## config.mk

```make
export PLATFORM = sky130hd
export DESIGN_NAME = mem_responder_direct
export DESIGN_NICKNAME = d
export VERILOG_FILES = /design/src/rtl/mem_responder_direct.sv
export SDC_FILE = /design/constraint.sdc
export NUM_CORES = 1
export LEC_CHECK = 0
export ABC_AREA = 1
export CAP_MARGIN = 20
export CORE_AREA = 4 4 84 86
export DETAILED_ROUTE_END_ITERATION = 7
export DIE_AREA = 0 0 88 90
export DONT_BUFFER_PORTS = 1
export PLACE_DENSITY_LB_ADDON = 0.25
export SYNTH_ARGS = -nofsm -noshare
export SYNTH_HDL_FRONTEND = slang
export SYNTH_SLANG_ARGS = --single-unit
```

## constraint.sdc

```tcl
create_clock -name clk -period 1.6 [get_ports clk]
set_input_delay 0.08 -clock clk [delete_from_list [all_inputs] [get_ports clk]]
set_output_delay 0.08 -clock clk [all_outputs]
set_load 0.05 [all_outputs]
```

## src/rtl/mem_responder_direct.sv

```systemverilog
// In-order memory responder: queues read requests and answers each after a fixed latency.
// Optional MEM_WRITE_EN adds write requests backed by a storage array with per-word written bits.
module mem_responder_direct #(
   parameter int ADDR_WIDTH = 11,
   parameter int DATA_WIDTH = 32,
   parameter int LATENCY    = 4,
   parameter int FIFO_DEPTH = 4
) (
   input  logic                  clk,
   input  logic                  rst,
   input  logic                  req_valid,
   output logic                  req_ready,
   input  logic [ADDR_WIDTH-1:0] req_addr,
`ifdef MEM_WRITE_EN
   input  logic                  req_write,
   input  logic [DATA_WIDTH-1:0] req_wdata,
`endif
   output logic                  resp_valid,
   input  logic                  resp_ready,
   output logic [ADDR_WIDTH-1:0] resp_addr,
   output logic [DATA_WIDTH-1:0] resp_data,
   output logic                  busy
);
   localparam int PW = $clog2(FIFO_DEPTH);
   localparam int HW = DATA_WIDTH / 2;
   localparam logic [3:0] CNT_LOAD = 4'(LATENCY - 1);
   localparam logic [PW:0] PTR_ONE = (PW + 1)'(1);

   typedef enum logic [1:0] {ST_IDLE, ST_WAIT, ST_RESP} state_t;

   state_t                state_reg, state_next;
   logic [3:0]            cnt_reg, cnt_next;
   logic [PW:0]           wr_ptr_reg, rd_ptr_reg;
   logic [PW-1:0]         wr_idx, rd_idx;
   logic                  empty, full, push, pop, load_resp;
   logic [ADDR_WIDTH-1:0] addr_reg;
   logic [ADDR_WIDTH-1:0] resp_addr_reg;
   logic [DATA_WIDTH-1:0] resp_data_reg, resp_data_next;
   logic [ADDR_WIDTH-1:0] entry_addr [FIFO_DEPTH];

   function automatic logic [DATA_WIDTH-1:0] pattern(input logic [ADDR_WIDTH-1:0] a);
      logic [HW-1:0] h;
      h = HW'(a);
      return {h, h};
   endfunction

   assign wr_idx    = wr_ptr_reg[PW-1:0];
   assign rd_idx    = rd_ptr_reg[PW-1:0];
   assign empty     = (wr_ptr_reg == rd_ptr_reg);
   assign full      = (wr_ptr_reg[PW] != rd_ptr_reg[PW]) && (wr_idx == rd_idx);
   assign req_ready = !full;
   // A full queue refuses the push even when the FSM pops in the same cycle.
   assign push      = req_valid && !full;

`ifdef MEM_WRITE_EN
   logic                  entry_write [FIFO_DEPTH];
   logic [DATA_WIDTH-1:0] entry_wdata [FIFO_DEPTH];
   logic                  write_reg;
   logic [DATA_WIDTH-1:0] wdata_reg, mem_rd_reg;
   logic [DATA_WIDTH-1:0] mem [2**ADDR_WIDTH];
   logic [2**ADDR_WIDTH-1:0] written_reg;
`endif

   generate
      for (genvar gi = 0; gi < FIFO_DEPTH; gi++) begin : g_entry
         logic [ADDR_WIDTH-1:0] slot_addr_reg;
         always_ff @(posedge clk) begin
            if (push && wr_idx == PW'(gi)) slot_addr_reg <= req_addr;
         end
         assign entry_addr[gi] = slot_addr_reg;
`ifdef MEM_WRITE_EN
         logic                  slot_write_reg;
         logic [DATA_WIDTH-1:0] slot_wdata_reg;
         always_ff @(posedge clk) begin
            if (push && wr_idx == PW'(gi)) begin
               slot_write_reg <= req_write;
               slot_wdata_reg <= req_wdata;
            end
         end
         assign entry_write[gi] = slot_write_reg;
         assign entry_wdata[gi] = slot_wdata_reg;
`endif
      end
   endgenerate

   always_comb begin
      state_next = state_reg;
      cnt_next   = cnt_reg;
      pop        = 1'b0;
      load_resp  = 1'b0;
      case (state_reg)
         ST_IDLE: begin
            if (!empty) begin
               pop        = 1'b1;
               state_next = ST_WAIT;
               cnt_next   = CNT_LOAD;
            end
         end
         ST_WAIT: begin
            // Leave as the counter reaches zero; LATENCY=1 loads zero and still waits one cycle.
            if (cnt_reg <= 4'd1) begin
               state_next = ST_RESP;
               load_resp  = 1'b1;
            end
            if (cnt_reg != 4'd0) cnt_next = cnt_reg - 4'd1;
         end
         ST_RESP: begin
            if (resp_ready) state_next = ST_IDLE;
         end
         default: state_next = ST_IDLE;
      endcase
   end

`ifdef MEM_WRITE_EN
   assign resp_data_next = write_reg ? wdata_reg :
                           (written_reg[addr_reg] ? mem_rd_reg : pattern(addr_reg));

   // Writes commit on WAIT->RESP; a later read pops only after that, so it sees the new word.
   always_ff @(posedge clk) begin
      if (load_resp && write_reg) mem[addr_reg] <= wdata_reg;
      if (pop) mem_rd_reg <= mem[entry_addr[rd_idx]];
   end
`else
   assign resp_data_next = pattern(addr_reg);
`endif

   always_ff @(posedge clk or negedge rst) begin
      if (!rst) begin
         state_reg     <= ST_IDLE;
         cnt_reg       <= '0;
         wr_ptr_reg    <= '0;
         rd_ptr_reg    <= '0;
         addr_reg      <= '0;
         resp_addr_reg <= '0;
         resp_data_reg <= '0;
`ifdef MEM_WRITE_EN
         write_reg     <= 1'b0;
         wdata_reg     <= '0;
         written_reg   <= '0;
`endif
      end else begin
         state_reg <= state_next;
         cnt_reg   <= cnt_next;
         if (push) wr_ptr_reg <= wr_ptr_reg + PTR_ONE;
         if (pop) begin
            rd_ptr_reg <= rd_ptr_reg + PTR_ONE;
            addr_reg   <= entry_addr[rd_idx];
`ifdef MEM_WRITE_EN
            write_reg  <= entry_write[rd_idx];
            wdata_reg  <= entry_wdata[rd_idx];
`endif
         end
         if (load_resp) begin
            resp_addr_reg <= addr_reg;
            resp_data_reg <= resp_data_next;
`ifdef MEM_WRITE_EN
            if (write_reg) written_reg[addr_reg] <= 1'b1;
`endif
         end
      end
   end

   assign resp_valid = (state_reg == ST_RESP);
   assign resp_addr  = resp_addr_reg;
   assign resp_data  = resp_data_reg;
   assign busy       = !empty || (state_reg != ST_IDLE);
endmodule

```

==> flow_summary.yaml, run 1 <==
run_status:
  status: "finished, final reports clean"
placed_design:
  place.port_buffers: 0
  dpl_cell_area_um2: 3530
  post-dp-hpwl_mm: 4.23
  place_congestion: 0.790
die:
  core_um2: 6280
  rows: 29
  die_area_um2: 7920
  die-height_um: 90
  fp.dieW_um: 88
  io_pins: 61
  start_util_pct: 55.3
power:
  ir_drop_mv: 1.47
  total_power_mw: 8.90
  leakagePower_nw: 1.76
  pwr_density_cell_nw_per_um2: 2230
drt:
  ant_nets: 0
  first_pass_iters: 4
  wire_per_inst_um: 14.4
  via_per_inst: 5.09
  vias: 2235
  drt-total-wl_mm: 6.31
  drt_iter0_markers: 123
  drcViolationCount: 0
final_layout:
  postLayoutCoreUtil_pct: 63.4
  drive_gt1_share_pct: 16.0
  seqCellArea_um2: 2170
  layout.nets: 380
  multi_input_area_um2: 1010
  area_growth_pct: 14.7
  finalInstanceArea_um2: 3980
  largest_reg_flops: 44
  antennaDiodeCount: 0
  final.fill_count: 513
critical_path:
  cp-start-kind: "register"
  crit_required_ns: 1.52
  cp_data_arrival_time_ns: 1.42
  critPathKind: "register to primary output"
  crit_path_max_fanout: 2
  crit_path_end_kind: "primary output"
  r2r_slack_ns: 0.10
timing:
  max_freq_ghz: 0.668
  fin_tns_setup_ns: 0
  fin_crit_sh_pct: 93.6
  period_needed_ns: 1.50
  setup_viol: 0
  hold_slack_ns: 0.180
  slew_violations: 0
  hold_violations: 0
  rsz0062_at_grt: "false"
  fin_skew_ns: 0.0118
global_routing:
  grt_util_all_layers_pct: 17.2
  grt_pass1_vias: 2175
  grt_start_max_net_pins: 35
  antenna_found_initial: 0
  overflow: 0
  grt_pass1_wl_mm: 10.4
logic_synthesis:
  ys_seq_area_share_pct: 62.6
  synth_area_leaders: "edfxtp_1 (38%), dfrtp_1 (25%), nand2_1 (9.5%)"
  synth_cells: 335
  ys_ff_latch: 78
  synth_area_per_cell_um2: 10.4
  ys.warnings.count: 0
  synth_top_area_share_pct: 38.1
  synth_area_um2: 3470
  synth_largest_area_cell: "edfxtp_1"
  ys_types: 24
cts:
  clock-sinks: 78
  htree_levels: 3
  cts_tree: "done"
  clockBufferDepth: 2
  clk_pin_slew_ns: 0.09
  clk_latency_ns: 0.36
  cts_inserted_buffers: 9
  clockRootBuffer: "clkbuf_8"
hold_path:
  hold_path.class: "input pin to async pin"
job:
  drv_cap: 0
where the power goes:
part / internal, mW / switching (mW)
registers: 2.78 / 0.305
logic: 1.25 / 3.18
clock network: 0.597 / 0.787
cell usage in the layout (no fill, tap or decap), types with 2 or more instances in the layout:
master,Yosys,routed
edfxtp_1,44,44
inv_1,15,14
xor2_1,2,2
nand4_1,2,2
nor2_4,0,4
conb_1,1,10
dlygate4sd3_1,0,14
buf_6,1,2
inv_8,0,2
inv_6,0,2
o22ai_1,11,11
nor2_1,31,27
clkinvlp_4,0,2
dfrtp_1,34,33
nand3_1,24,24
ha_1,8,8
o21ai_0,23,23
buf_12,0,5
nand2_1,88,87
inv_2,1,2
clkbuf_8,0,9
buf_4,33,25
metal layers:
| layer | GRT usage (%) | share of wire (%) | vias up |
|---|---|---|---|
| met3 | 5.39 | 7.5 | 4 |
| li1 | - | - | 1123 |
| met2 | 24.8 | 46 | 64 |
| met1 | 24.7 | 46 | 1044 |
| met5 | 0 | 0 | - |
| met4 | 6.01 | 0.76 | 0 |
synthesized netlist by cell type:
cell type	count
buf_2	5
o21a_1	1
nand2_1	88
xor2_1	2
dfrtp_1	34
buf_4	33
o21ai_0	23
buf_6	1
buf_1	1
edfxtp_1	44
o22ai_1	11
xnor2_1	2
nand4_1	2
conb_1	1
ha_1	8
nand2_2	1
a31oi_1	1
inv_2	1
inv_1	15
nor2_1	31
nand3_1	24
o31ai_1	1
o21ai_1	1
clkbuf_1	4
per-stage QoR:
stage          worst slack (ns)  cells
2_1_floorplan            -0.449    344
3_3_place_gp              0.105    402
3_5_place_dp             0.0718    402
4_1_cts                  0.0327    434
5_1_grt                  0.0147    439
6_report                  0.103    439
path summary, 6_finish.rpt:
check / from / endpoint / cells past startpoint
hold / removal: rst / addr_reg[1] / 2
setup reg to reg: rd_ptr_reg[0] / g_entry[2].slot_addr_reg[0] / 5
setup / recovery: rd_ptr_reg[0] / busy / 4
hold reg to reg: resp_addr[3] / resp_addr[3] / 2
max in group asynchronous: rst / rd_ptr_reg[0] / 2
min in group clk: resp_ready / state_reg[1] / 2
layout make-up:
type / instances / share of cell area, %
clock inverters: 7 / 1.60
multi-input cells: 206 / 25.5
repair buffers: 46 / 11.3
well taps: 77 / 2.42
flip-flops and latches: 78 / 54.6
inverters: 16 / 1.51
clock buffers: 9 / 3.11
cells by family (layout without fill, tap and decap cells):
group	Yosys count	count (layout)	synth area share (%)
AO/OA/AOI/OAI	38	38	6.06
XOR/XNOR	4	4	1.01
adder cells (fa/ha/maj)	8	8	2.89
buffers and inverters	60	78	10.5
flip-flops	78	78	62.6
other	1	10	0.108
AND/OR/NAND/NOR	146	146	16.9
critical path, stage by stage (launching register included):
cell     delay, ns
dfrtp_2       0.43
xnor2_2       0.17
buf_4         0.13
nand4_1       0.14
buf_6         0.20
repair_timing:
action,in CTS,in global routing
hold buffers,15,0
gates cloned,0,0
hold endpoints to repair,82,0
endpoints found under the setup margin,1,53
pin swaps,0,5
gates resized for setup,1,3
setup buffers,1,5
No activity file was read; power rests on OpenSTA's default activity.
==> run 2: changes to the inputs <==
--- a/config.mk
+++ b/config.mk
@@ -12,6 +12,7 @@
 export DIE_AREA = 0 0 88 90
 export DONT_BUFFER_PORTS = 1
 export PLACE_DENSITY_LB_ADDON = 0.25
+export REMOVE_ABC_BUFFERS = 1
 export SYNTH_ARGS = -nofsm -noshare
 export SYNTH_HDL_FRONTEND = slang
 export SYNTH_SLANG_ARGS = --single-unit
==> constraint.sdc (replaced) <==
create_clock -name clk -period 1.6 [get_ports clk]
set_input_delay 0.32 -clock clk [delete_from_list [all_inputs] [get_ports clk]]
set_output_delay 0.32 -clock clk [all_outputs]
set_load 0.05 [all_outputs]
==> flow_summary.yaml, run 2 (same netlist as run 1, synthesis figures left out) <==
die:
  die_area_um2: 7920
  core_um2: 6280
  fp.dieW_um: 88
  start_util_pct: 55.3
  die-height_um: 90
  rows: 29
  io_pins: 61
drt:
  wire_per_inst_um: 13.6
  vias: 2172
  drt_iter0_markers: 96
  ant_nets: 0
  drcViolationCount: 0
  drt-total-wl_mm: 5.90
  first_pass_iters: 5
  via_per_inst: 5.02
final_layout:
  final.fill_count: 505
  largest_reg_flops: 44
  final_common_cell: "nand2_1"
  layout_common_cells: "nand2_1 (85), edfxtp_1 (44), dfrtp_1 (33)"
  postLayoutCoreUtil_pct: 63.2
  layout.nets: 374
  area_growth_pct: 14.4
  drive_gt1_share_pct: 18.3
  multi_input_area_um2: 991
  seqCellArea_um2: 2170
  fin_cells: 433
  antennaDiodeCount: 0
cts:
  cts_inserted_buffers: 9
  clockRootBuffer: "clkbuf_8"
  clk_pin_slew_ns: 0.08
  clk_latency_ns: 0.35
  clockBufferDepth: 2
  htree_levels: 3
  cts_tree: "done"
  clock-sinks: 78
critical_path:
  critPathKind: "register to primary output"
  crit_path_end_kind: "primary output"
  crit_path_max_fanout: 4
  r2r_start: "wr_ptr_reg[0]"
  crit_required_ns: 1.28
  cp-start-kind: "register"
  cp_data_arrival_time_ns: 1.34
  cp-startpoint: "rd_ptr_reg[0]"
power:
  leakagePower_nw: 1.76
  pwr_density_cell_nw_per_um2: 2290
  ir_drop_mv: 1.75
global_routing:
  grt_pass1_vias: 2191
  grt_pass1_wl_mm: 10.1
  antenna_found_initial: 0
  grt_start_max_net_pins: 35
  grt_util_all_layers_pct: 16.6
  overflow: 0
placed_design:
  place_congestion: 0.811
  place.port_buffers: 0
  post-dp-hpwl_mm: 4.01
  dp.cells: 406
timing:
  fin_skew_ns: 0.00680
  worst_slack_ns: -0.0560
  rsz0062_at_grt: "true"
  hold_violations: 0
  slew_violations: 0
  fin_crit_sh_pct: 104
  period_needed_ns: 1.66
  max_freq_ghz: 0.604
  setup_viol: 2
job:
  drv_cap: 0
hold_path:
  hold_path.class: "input pin to register"
  hp-start: "resp_ready"
run_status:
  status: "complete, but fails checks"
  violations: "negative setup slack"
==> run 2: cell types whose count changed in the layout (fill, tap and decap cells not counted), sizes merged <==
cell and delta:
dlygate4sd3 -13, buf +7, clkinv +3, inv -3
clkbuf +1, clkinvlp -1
==> run 2: final timing paths <==
check | end | depth (start not counted) | slack, ns
hold / removal | state_reg[1] | 1 | 0.05
min in group asynchronous | state_reg[1] | 2 | 0.41
hold reg to reg | addr_reg[8] | 2 | 0.49
setup / recovery | req_ready | 3 | -0.06
setup reg to reg | g_entry[2].slot_addr_reg[0] | 6 | 0.11
max in group asynchronous | wr_ptr_reg[0] | 2 | 1.00
==> run 2: worst max-delay path, stage by stage (launching register included) <==
cell     delay [ns]
dfrtp_1        0.43
xnor2_2        0.18
nand4_1        0.17
buf_6          0.21
==> run 2: per-layer routing <==
layer / vias up / global-route usage, % / share of wire [%]
met5: - / 0 / 0
met4: 0 / 8.95 / 2.5
met3: 17 / 4.48 / 7.1
met2: 66 / 24.6 / 45
met1: 981 / 22.0 / 45
li1: 1108 / - / -
==> run 2: power by group <==
group | total, mW | internal, mW | switching (mW)
Sequential | 3.14 | 2.79 | 0.358
Clock | 1.30 | 0.574 | 0.729
Combinational | 4.65 | 1.54 | 3.11
==> run 2: final cells by class <==
cell class / instances / area share, %
Tap cell: 77 / 2.43
Inverter: 16 / 1.51
Sequential cell: 78 / 54.8
Clock buffer: 10 / 3.22
Timing Repair Buffer: 40 / 11.9
Multi-Input combinational cell: 206 / 25.0
Clock inverter: 6 / 1.20
==> run 2: repair_timing <==
item,4_1_cts,5_1_grt
buffers inserted,7,3
endpoints found under the hold margin,34,0
resized for setup,6,8
endpoints found under the setup margin,2,48
hold buffers,2,0
pin swaps,2,5
==> run 2: per-stage QoR <==
| stage | setup slack [ns] | power, mW | setup TNS (ns) | instance area [µm²] | hold slack, ns |
|---|---|---|---|---|---|
| after detailed placement | 0.120 | 7.55 | 0 | 3650 | 0.0254 |
| after CTS | -0.0733 | 9.07 | -0.135 | 3930 | 0.0307 |
| after floorplan | -0.800 | 6.14 | -38.12 | 3200 | 0.0244 |
| after global placement | 0.157 | 7.47 | 0 | 3650 | 0.0254 |
| after global routing | -0.144 | 9.78 | -0.370 | 3970 | 0.0355 |
| final | -0.0560 | 9.09 | -0.112 | 3970 | 0.0473 |
